===== config.mk =====
export PLATFORM = sky130hd
export DESIGN_NAME = reservation_station_ooo
export DESIGN_NICKNAME = d
export VERILOG_FILES = /design/src/rtl/reservation_station_ooo.sv
export SDC_FILE = /design/constraint.sdc
export NUM_CORES = 2
export LEC_CHECK = 0
export CORE_ASPECT_RATIO = 0.75
export CORE_MARGIN = 10
export CORE_UTILIZATION = 30
export CTS_CLUSTER_SIZE = 24
export DETAILED_ROUTE_END_ITERATION = 10
export GPL_TIMING_DRIVEN = 1
export SETUP_SLACK_MARGIN = 0.02
export SLEW_MARGIN = 10
export SYNTH_ARGS = -nofsm -noshare
export SYNTH_HDL_FRONTEND = slang
export SYNTH_SLANG_ARGS = --single-unit

===== constraint.sdc =====
create_clock -name clk -period 20 [get_ports clk]
set_clock_uncertainty 0.1 [all_clocks]
set_input_delay 2 -clock clk [delete_from_list [all_inputs] [get_ports clk]]
set_output_delay 2 -clock clk [all_outputs]
set_load 0.005 [all_outputs]

===== src/rtl/reservation_station_ooo.sv =====
// -----------------------------------------------------------------------------
// reservation_station_ooo
//
// Tag-based reservation station for one functional-unit class. It holds up to
// DEPTH dispatched instructions. Each source operand wakes independently when
// the CDB broadcasts the producing ROB tag. Each cycle the oldest entry with
// both operands ready is offered to the functional unit through a valid/ready
// handshake.
//
// Ports
//   clk, rst             clock, synchronous active-high reset
//   flush                discards every entry at the next edge
//   disp_*               dispatch request, ROB tag, payload and source operands
//                        (disp_ready = at least one free entry)
//   cdb_*                result broadcast (tag + value) used for wakeup
//   iss_*                issue candidate towards the FU (iss_ready = accept)
//   free_count           number of free entries (registered)
//
// Ages form a dense permutation 0..valid_count-1, where 0 is the oldest entry.
// A new entry takes the age equal to the number of entries that remain after
// any issue in the same cycle. An issue decrements every younger age by one.
// -----------------------------------------------------------------------------
module reservation_station_ooo #(
    parameter int DEPTH     = 8,
    parameter int ROB_IDX_W = 5,
    parameter int DATA_W    = 32,
    parameter int PAYLOAD_W = 64
) (
    input  logic                       clk,
    input  logic                       rst,
    input  logic                       flush,
    input  logic                       disp_valid,
    output logic                       disp_ready,
    input  logic [PAYLOAD_W-1:0]       disp_payload,
    input  logic [ROB_IDX_W-1:0]       disp_rob_idx,
    input  logic                       disp_rs1_ready,
    input  logic [ROB_IDX_W-1:0]       disp_rs1_tag,
    input  logic [DATA_W-1:0]          disp_rs1_data,
    input  logic                       disp_rs2_ready,
    input  logic [ROB_IDX_W-1:0]       disp_rs2_tag,
    input  logic [DATA_W-1:0]          disp_rs2_data,
    input  logic                       cdb_valid,
    input  logic [ROB_IDX_W-1:0]       cdb_rob_idx,
    input  logic [DATA_W-1:0]          cdb_data,
    output logic                       iss_valid,
    input  logic                       iss_ready,
    output logic [PAYLOAD_W-1:0]       iss_payload,
    output logic [ROB_IDX_W-1:0]       iss_rob_idx,
    output logic [DATA_W-1:0]          iss_rs1_data,
    output logic [DATA_W-1:0]          iss_rs2_data,
    output logic [$clog2(DEPTH+1)-1:0] free_count
);

    localparam int IDX_W = (DEPTH > 1) ? $clog2(DEPTH) : 1;
    localparam int CNT_W = $clog2(DEPTH + 1);

    // Entry storage
    logic [DEPTH-1:0]     valid_r;
    logic [PAYLOAD_W-1:0] payload_r  [DEPTH];
    logic [ROB_IDX_W-1:0] rob_idx_r  [DEPTH];
    logic [DEPTH-1:0]     rs1_rdy_r;
    logic [ROB_IDX_W-1:0] rs1_tag_r  [DEPTH];
    logic [DATA_W-1:0]    rs1_data_r [DEPTH];
    logic [DEPTH-1:0]     rs2_rdy_r;
    logic [ROB_IDX_W-1:0] rs2_tag_r  [DEPTH];
    logic [DATA_W-1:0]    rs2_data_r [DEPTH];
    logic [IDX_W-1:0]     age_r      [DEPTH];
    logic [CNT_W-1:0]     free_count_r;

    // Select / allocation / control signals
    logic                 sel_found_s;
    logic [IDX_W-1:0]     sel_idx_s;
    logic [IDX_W-1:0]     sel_age_s;
    logic                 free_found_s;
    logic [IDX_W-1:0]     free_idx_s;
    logic                 issue_fire_s;
    logic                 disp_fire_s;
    logic [CNT_W-1:0]     valid_cnt_s;
    logic [CNT_W-1:0]     keep_cnt_s;
    logic [CNT_W-1:0]     free_next_s;
    logic [IDX_W-1:0]     disp_age_s;
    logic                 disp_rs1_hit_s;
    logic                 disp_rs2_hit_s;
    logic [DATA_W-1:0]    disp_rs1_val_s;
    logic [DATA_W-1:0]    disp_rs2_val_s;

    // Population count of the valid vector
    function automatic logic [CNT_W-1:0] count_ones(input logic [DEPTH-1:0] vec);
        logic [CNT_W-1:0] acc;
        acc = '0;
        for (int i = 0; i < DEPTH; i++) begin
            acc = acc + CNT_W'(vec[i]);
        end
        return acc;
    endfunction

    // Oldest-ready select: the ready entry with the smallest age wins
    always_comb begin
        sel_found_s = 1'b0;
        sel_idx_s   = '0;
        sel_age_s   = '0;
        for (int i = 0; i < DEPTH; i++) begin
            if (valid_r[i] && rs1_rdy_r[i] && rs2_rdy_r[i] &&
                (!sel_found_s || (age_r[i] < sel_age_s))) begin
                sel_found_s = 1'b1;
                sel_idx_s   = IDX_W'(i);
                sel_age_s   = age_r[i];
            end else begin
                sel_found_s = sel_found_s;
            end
        end
    end

    // Allocation: lowest-index free entry
    always_comb begin
        free_found_s = 1'b0;
        free_idx_s   = '0;
        for (int i = 0; i < DEPTH; i++) begin
            if (!valid_r[i] && !free_found_s) begin
                free_found_s = 1'b1;
                free_idx_s   = IDX_W'(i);
            end else begin
                free_found_s = free_found_s;
            end
        end
    end

    // Dispatch-time CDB bypass, so a producer broadcasting this cycle is not missed
    always_comb begin
        disp_rs1_hit_s = !disp_rs1_ready && cdb_valid && (cdb_rob_idx == disp_rs1_tag);
        disp_rs2_hit_s = !disp_rs2_ready && cdb_valid && (cdb_rob_idx == disp_rs2_tag);
        if (disp_rs1_hit_s) begin
            disp_rs1_val_s = cdb_data;
        end else begin
            disp_rs1_val_s = disp_rs1_data;
        end
        if (disp_rs2_hit_s) begin
            disp_rs2_val_s = cdb_data;
        end else begin
            disp_rs2_val_s = disp_rs2_data;
        end
    end

    // Handshake and occupancy bookkeeping. A slot freed by issue is only
    // counted from the next cycle, so a full station cannot accept a dispatch
    // in the same cycle as an issue.
    always_comb begin
        issue_fire_s = sel_found_s & iss_ready;
        disp_fire_s  = disp_valid & disp_ready & ~flush;
        valid_cnt_s  = count_ones(valid_r);
        keep_cnt_s   = valid_cnt_s - CNT_W'(issue_fire_s);
        free_next_s  = CNT_W'(DEPTH) - keep_cnt_s - CNT_W'(disp_fire_s);
        disp_age_s   = keep_cnt_s[IDX_W-1:0];
    end

    // Issue port: present the selected entry, zeros when nothing is ready
    always_comb begin
        if (sel_found_s) begin
            iss_valid    = 1'b1;
            iss_payload  = payload_r[sel_idx_s];
            iss_rob_idx  = rob_idx_r[sel_idx_s];
            iss_rs1_data = rs1_data_r[sel_idx_s];
            iss_rs2_data = rs2_data_r[sel_idx_s];
        end else begin
            iss_valid    = 1'b0;
            iss_payload  = '0;
            iss_rob_idx  = '0;
            iss_rs1_data = '0;
            iss_rs2_data = '0;
        end
    end

    assign free_count = free_count_r;
    assign disp_ready = (free_count_r != '0);

    // Entry state update: wakeup, age compaction, issue invalidate, dispatch write
    always_ff @(posedge clk) begin
        if (rst || flush) begin
            valid_r      <= '0;
            rs1_rdy_r    <= '0;
            rs2_rdy_r    <= '0;
            free_count_r <= CNT_W'(DEPTH);
            for (int i = 0; i < DEPTH; i++) begin
                payload_r[i]  <= '0;
                rob_idx_r[i]  <= '0;
                rs1_tag_r[i]  <= '0;
                rs1_data_r[i] <= '0;
                rs2_tag_r[i]  <= '0;
                rs2_data_r[i] <= '0;
                age_r[i]      <= '0;
            end
        end else begin
            for (int i = 0; i < DEPTH; i++) begin
                if (valid_r[i] && !rs1_rdy_r[i] && cdb_valid && (rs1_tag_r[i] == cdb_rob_idx)) begin
                    rs1_rdy_r[i]  <= 1'b1;
                    rs1_data_r[i] <= cdb_data;
                end
                if (valid_r[i] && !rs2_rdy_r[i] && cdb_valid && (rs2_tag_r[i] == cdb_rob_idx)) begin
                    rs2_rdy_r[i]  <= 1'b1;
                    rs2_data_r[i] <= cdb_data;
                end
                if (issue_fire_s && valid_r[i] && (age_r[i] > sel_age_s)) begin
                    age_r[i] <= age_r[i] - IDX_W'(1'b1);
                end
            end
            if (issue_fire_s) begin
                valid_r[sel_idx_s] <= 1'b0;
            end
            // The allocated slot is currently invalid, so it never collides
            // with the issue slot or with the wakeup/age updates above.
            if (disp_fire_s && free_found_s) begin
                valid_r[free_idx_s]    <= 1'b1;
                payload_r[free_idx_s]  <= disp_payload;
                rob_idx_r[free_idx_s]  <= disp_rob_idx;
                rs1_rdy_r[free_idx_s]  <= disp_rs1_ready | disp_rs1_hit_s;
                rs1_tag_r[free_idx_s]  <= disp_rs1_tag;
                rs1_data_r[free_idx_s] <= disp_rs1_val_s;
                rs2_rdy_r[free_idx_s]  <= disp_rs2_ready | disp_rs2_hit_s;
                rs2_tag_r[free_idx_s]  <= disp_rs2_tag;
                rs2_data_r[free_idx_s] <= disp_rs2_val_s;
                age_r[free_idx_s]      <= disp_age_s;
            end
            free_count_r <= free_next_s;
        end
    end

endmodule

==> results.tsv <==
stage	metric	value	unit
timing	slew_headroom	0.134	
worst_setup_path	cp.required	17900	ps
synth	synth.avg_cell_area	12.6	um2
clocking	cts-root-buf	clkbuf_16	
worst_setup_path	cp-end-kind	primary output	
finish	final_area	70200	um2
grt	grt_pass1_wl	307	mm
worst_setup_path	reg2reg_slack	4470	ps
timing	finalSetupViolations	0	
clocking	clk_pin_slew	60	ps
clocking	cts_made_buffers	140	
drt	detail_route.iter0.violations	5137	
clocking	htree_levels	4	
synth	synth_area	60300	um2
min_path	hp-class	reg2reg	
die	dieWidth	538	um
die	core-area	200000	um2
worst_setup_path	cp_slowest_stage_delay	660	ps
timing	fmax	0.0563	GHz
die	rows	142	
timing	min_period_over_period	0.888	
power_and_ir_drop	leakage	26.9	nW
worst_setup_path	critPathKind	reg2out	
finish	layout-drive-gt1-share	0.169	
clocking	cts-resized-gates	0	
worst_setup_path	cp_common_cell	ha_1	
worst_setup_path	endpoint	iss_payload[40]	
synth	synth.most_common_cell	edfxtp_1	
synth	yosysSeqAreaShare	0.591	
finish	area_growth	16.5	%
placement	placed_cells	7284	
drt	drc	0	
synth	synth_cell_types	80	
grt	antenna_found_initial	36	
timing	tns	0	ps
run	max_cap_violations	0	
timing	final_hold_viol_count	0	
worst_setup_path	r2r_cells	56	
worst_setup_path	critical-path-top-delay-family	compound AO/OA/AOI/OAI gates	
grt	grt.overflow.total	0	
drt	first_pass_iters	5	
synth	synth-edff-count	1168	
synth	synth_common_cells	1,168 x edfxtp_1, 612 x and3_1, 515 x a22o_1	
power_and_ir_drop	powerDensity	81.7	nW/um2
worst_setup_path	slowest_stage	a21oi_4	
synth	synth_seq_cells	1196	
worst_setup_path	crit_arrival	15650	ps
synth	async_flop_share	0	
drt	routed_wirelength	213	mm
timing	worst_slew_pin_slew	1300	ps
synth	synth_top_area_frac	0.582	
worst_setup_path	r2r-end	age_r[5][1]	
synth	ys.flop_type	edfxtp_1	
clocking	insertion_delay	790	ps
timing	fin_crit	17750	ps
grt	grt_max_degree	218	
placement	dp_hpwl	120	mm
drt	vias	42900	
placement	dpl_cell_area	65700	um2
synth	yosysTopAreaCell	edfxtp_1	
synth	syn_nets	5002	
drt	ant_nets	0	
finish	fin_cells	7551	
status	run_status	finished clean	
grt	grt_usage	0.187	
worst_setup_path	regToRegStartpoint	valid_r[0]	
clocking	postCtsSetupBuffers	0	
timing	fin_hold_ws	451	ps
worst_setup_path	start_kind	flop	
placement	place.gp.congestion	0.795	
clocking	clock-sinks	1196	
power_and_ir_drop	vdd_ir_drop_max	0.0841	mV
synth	synth_area_leaders	edfxtp_1 58%, a22o_1 7.5%, and3_1 6.4%	
clocking	postCtsHoldBufs	0	
die	fp.dieH	408	um
die	ios	327	
worst_setup_path	startpoint	valid_r[0]	
clocking	cts_tree	yes	
grt	grt_pass1_vias	42600	
worst_setup_path	cp_max_fo	102	
worst_setup_path	path_buf_inv	6	
die	start_util	0.302	
clocking	clock_path_buffers	3	
finish	fin_util	0.352	
timing	slew_viol_final	0	
drt	drt-vias-per-instance	5.68	
synth	synth.yosys.warnings	0	
timing	rsz0062_at_grt	false	
die	dieArea	219000	um2
drt	avgRoutedWirePerCell	28.3	um
placement	io_buffers	326	
worst_setup_path	cp_num_cells	49	
finish	nFillCells	19400	
synth	netlist_instances	4765	
finish	nets	4999	
min_path	hold_start	rs1_rdy_r[7]	
[flip-flops by register name, summed over array words and instances, names as in the netlist, 24 cells and up]
register    count
age_r          24
payload_r     512
rs1_tag_r      40
rs2_tag_r      40
rob_idx_r      40
rs1_data_r    256
rs2_data_r    256
[layout by cell type (no fill, tap or decap), drive strengths merged, types with 7 or more instances in the layout]
master            n
a211oi          137
o311ai            9
o21ai           162
buf              98
ha               44
clkbuf          172
or4              14
a22o            515
xor2             20
o22ai           174
a21oi            27
nor2b           142
bufinv            8
xnor2            85
nand4            24
nor4              7
nor2            209
and3            612
nor3            139
clkdlybuf4s50   326
inv              56
edfxtp         1168
or2              11
o211ai          143
clkinv           59
dfxtp            28
diode            19
nand2            96
clkinvlp          7
mux2            269
nand3            20
[power breakdown]
group	total [W]	internal (W)	leakage (nW)	switching [W]
combinational	0.000304	0.000102	11.6	0.000201
sequential	0.00290	0.00287	13.2	0.0000369
clock	0.00253	0.00143	2.15	0.00110
total	0.00573	0.00440	26.9	0.00134
[worst register-to-register path: cells and delay by family, from the launching register on]
kind | cells | cell delay, ps
buffers and inverters | 7 | 1730
multiplexers | 4 | 1380
adder cells (fa/ha/maj) | 9 | 2580
AO/OA/AOI/OAI | 25 | 5710
flip-flops | 1 | 550
AND/OR/NAND/NOR | 11 | 3150
[final cells by class]
cell class / instances / area, um2 / share of cell area
clock buffers: 172 / 3690 / 0.0525
inverters: 54 / 218 / 0.00310
repair buffers: 424 / 4070 / 0.0580
diodes: 19 / 47.5 / 0.000677
well taps: 2664 / 3330 / 0.0475
multi-input cells: 2946 / 22500 / 0.320
clock inverters: 76 / 781 / 0.0111
flip-flops and latches: 1196 / 35600 / 0.507
[logic make-up (layout without fill, tap and decap cells)]
group | after synthesis | count (layout) | synth area share
compound gates | 1214 | 1214 | 0.160
xor+xnor | 105 | 105 | 0.0153
fa+ha+maj | 55 | 55 | 0.0118
buf+inv | 623 | 726 | 0.0430
flops | 1196 | 1196 | 0.591
mux | 272 | 272 | 0.0508
other cells | 0 | 19 | 0
simple gates | 1300 | 1300 | 0.128
[worst min path at each step]
stage	end	slack, ps	cells past startpoint
after floorplan	rs2_rdy_r[3]	400	2
after global placement	rs2_rdy_r[4]	410	2
after detailed placement	rs2_rdy_r[3]	430	2
after CTS	rs2_rdy_r[3]	450	2
after global routing	rs1_rdy_r[4]	480	2
final	rs1_rdy_r[7]	450	2
[stage by stage]
| stage | total power [W] | worst slack (ps) |
|---|---|---|
| detailed placement | 0.00326 | 3290 |
| CTS | 0.00577 | 2410 |
| floorplan | 0.00311 | 6910 |
| global placement | 0.00325 | 3350 |
| finish | 0.00573 | 2250 |
| global route | 0.00590 | 1310 |
[routing by layer]
layer,track usage,share of wire
met5,0,0.000052
met4,0.0598,0.028
met3,0.0433,0.087
met2,0.280,0.44
met1,0.265,0.44
Power figures use the tool's default switching activity.
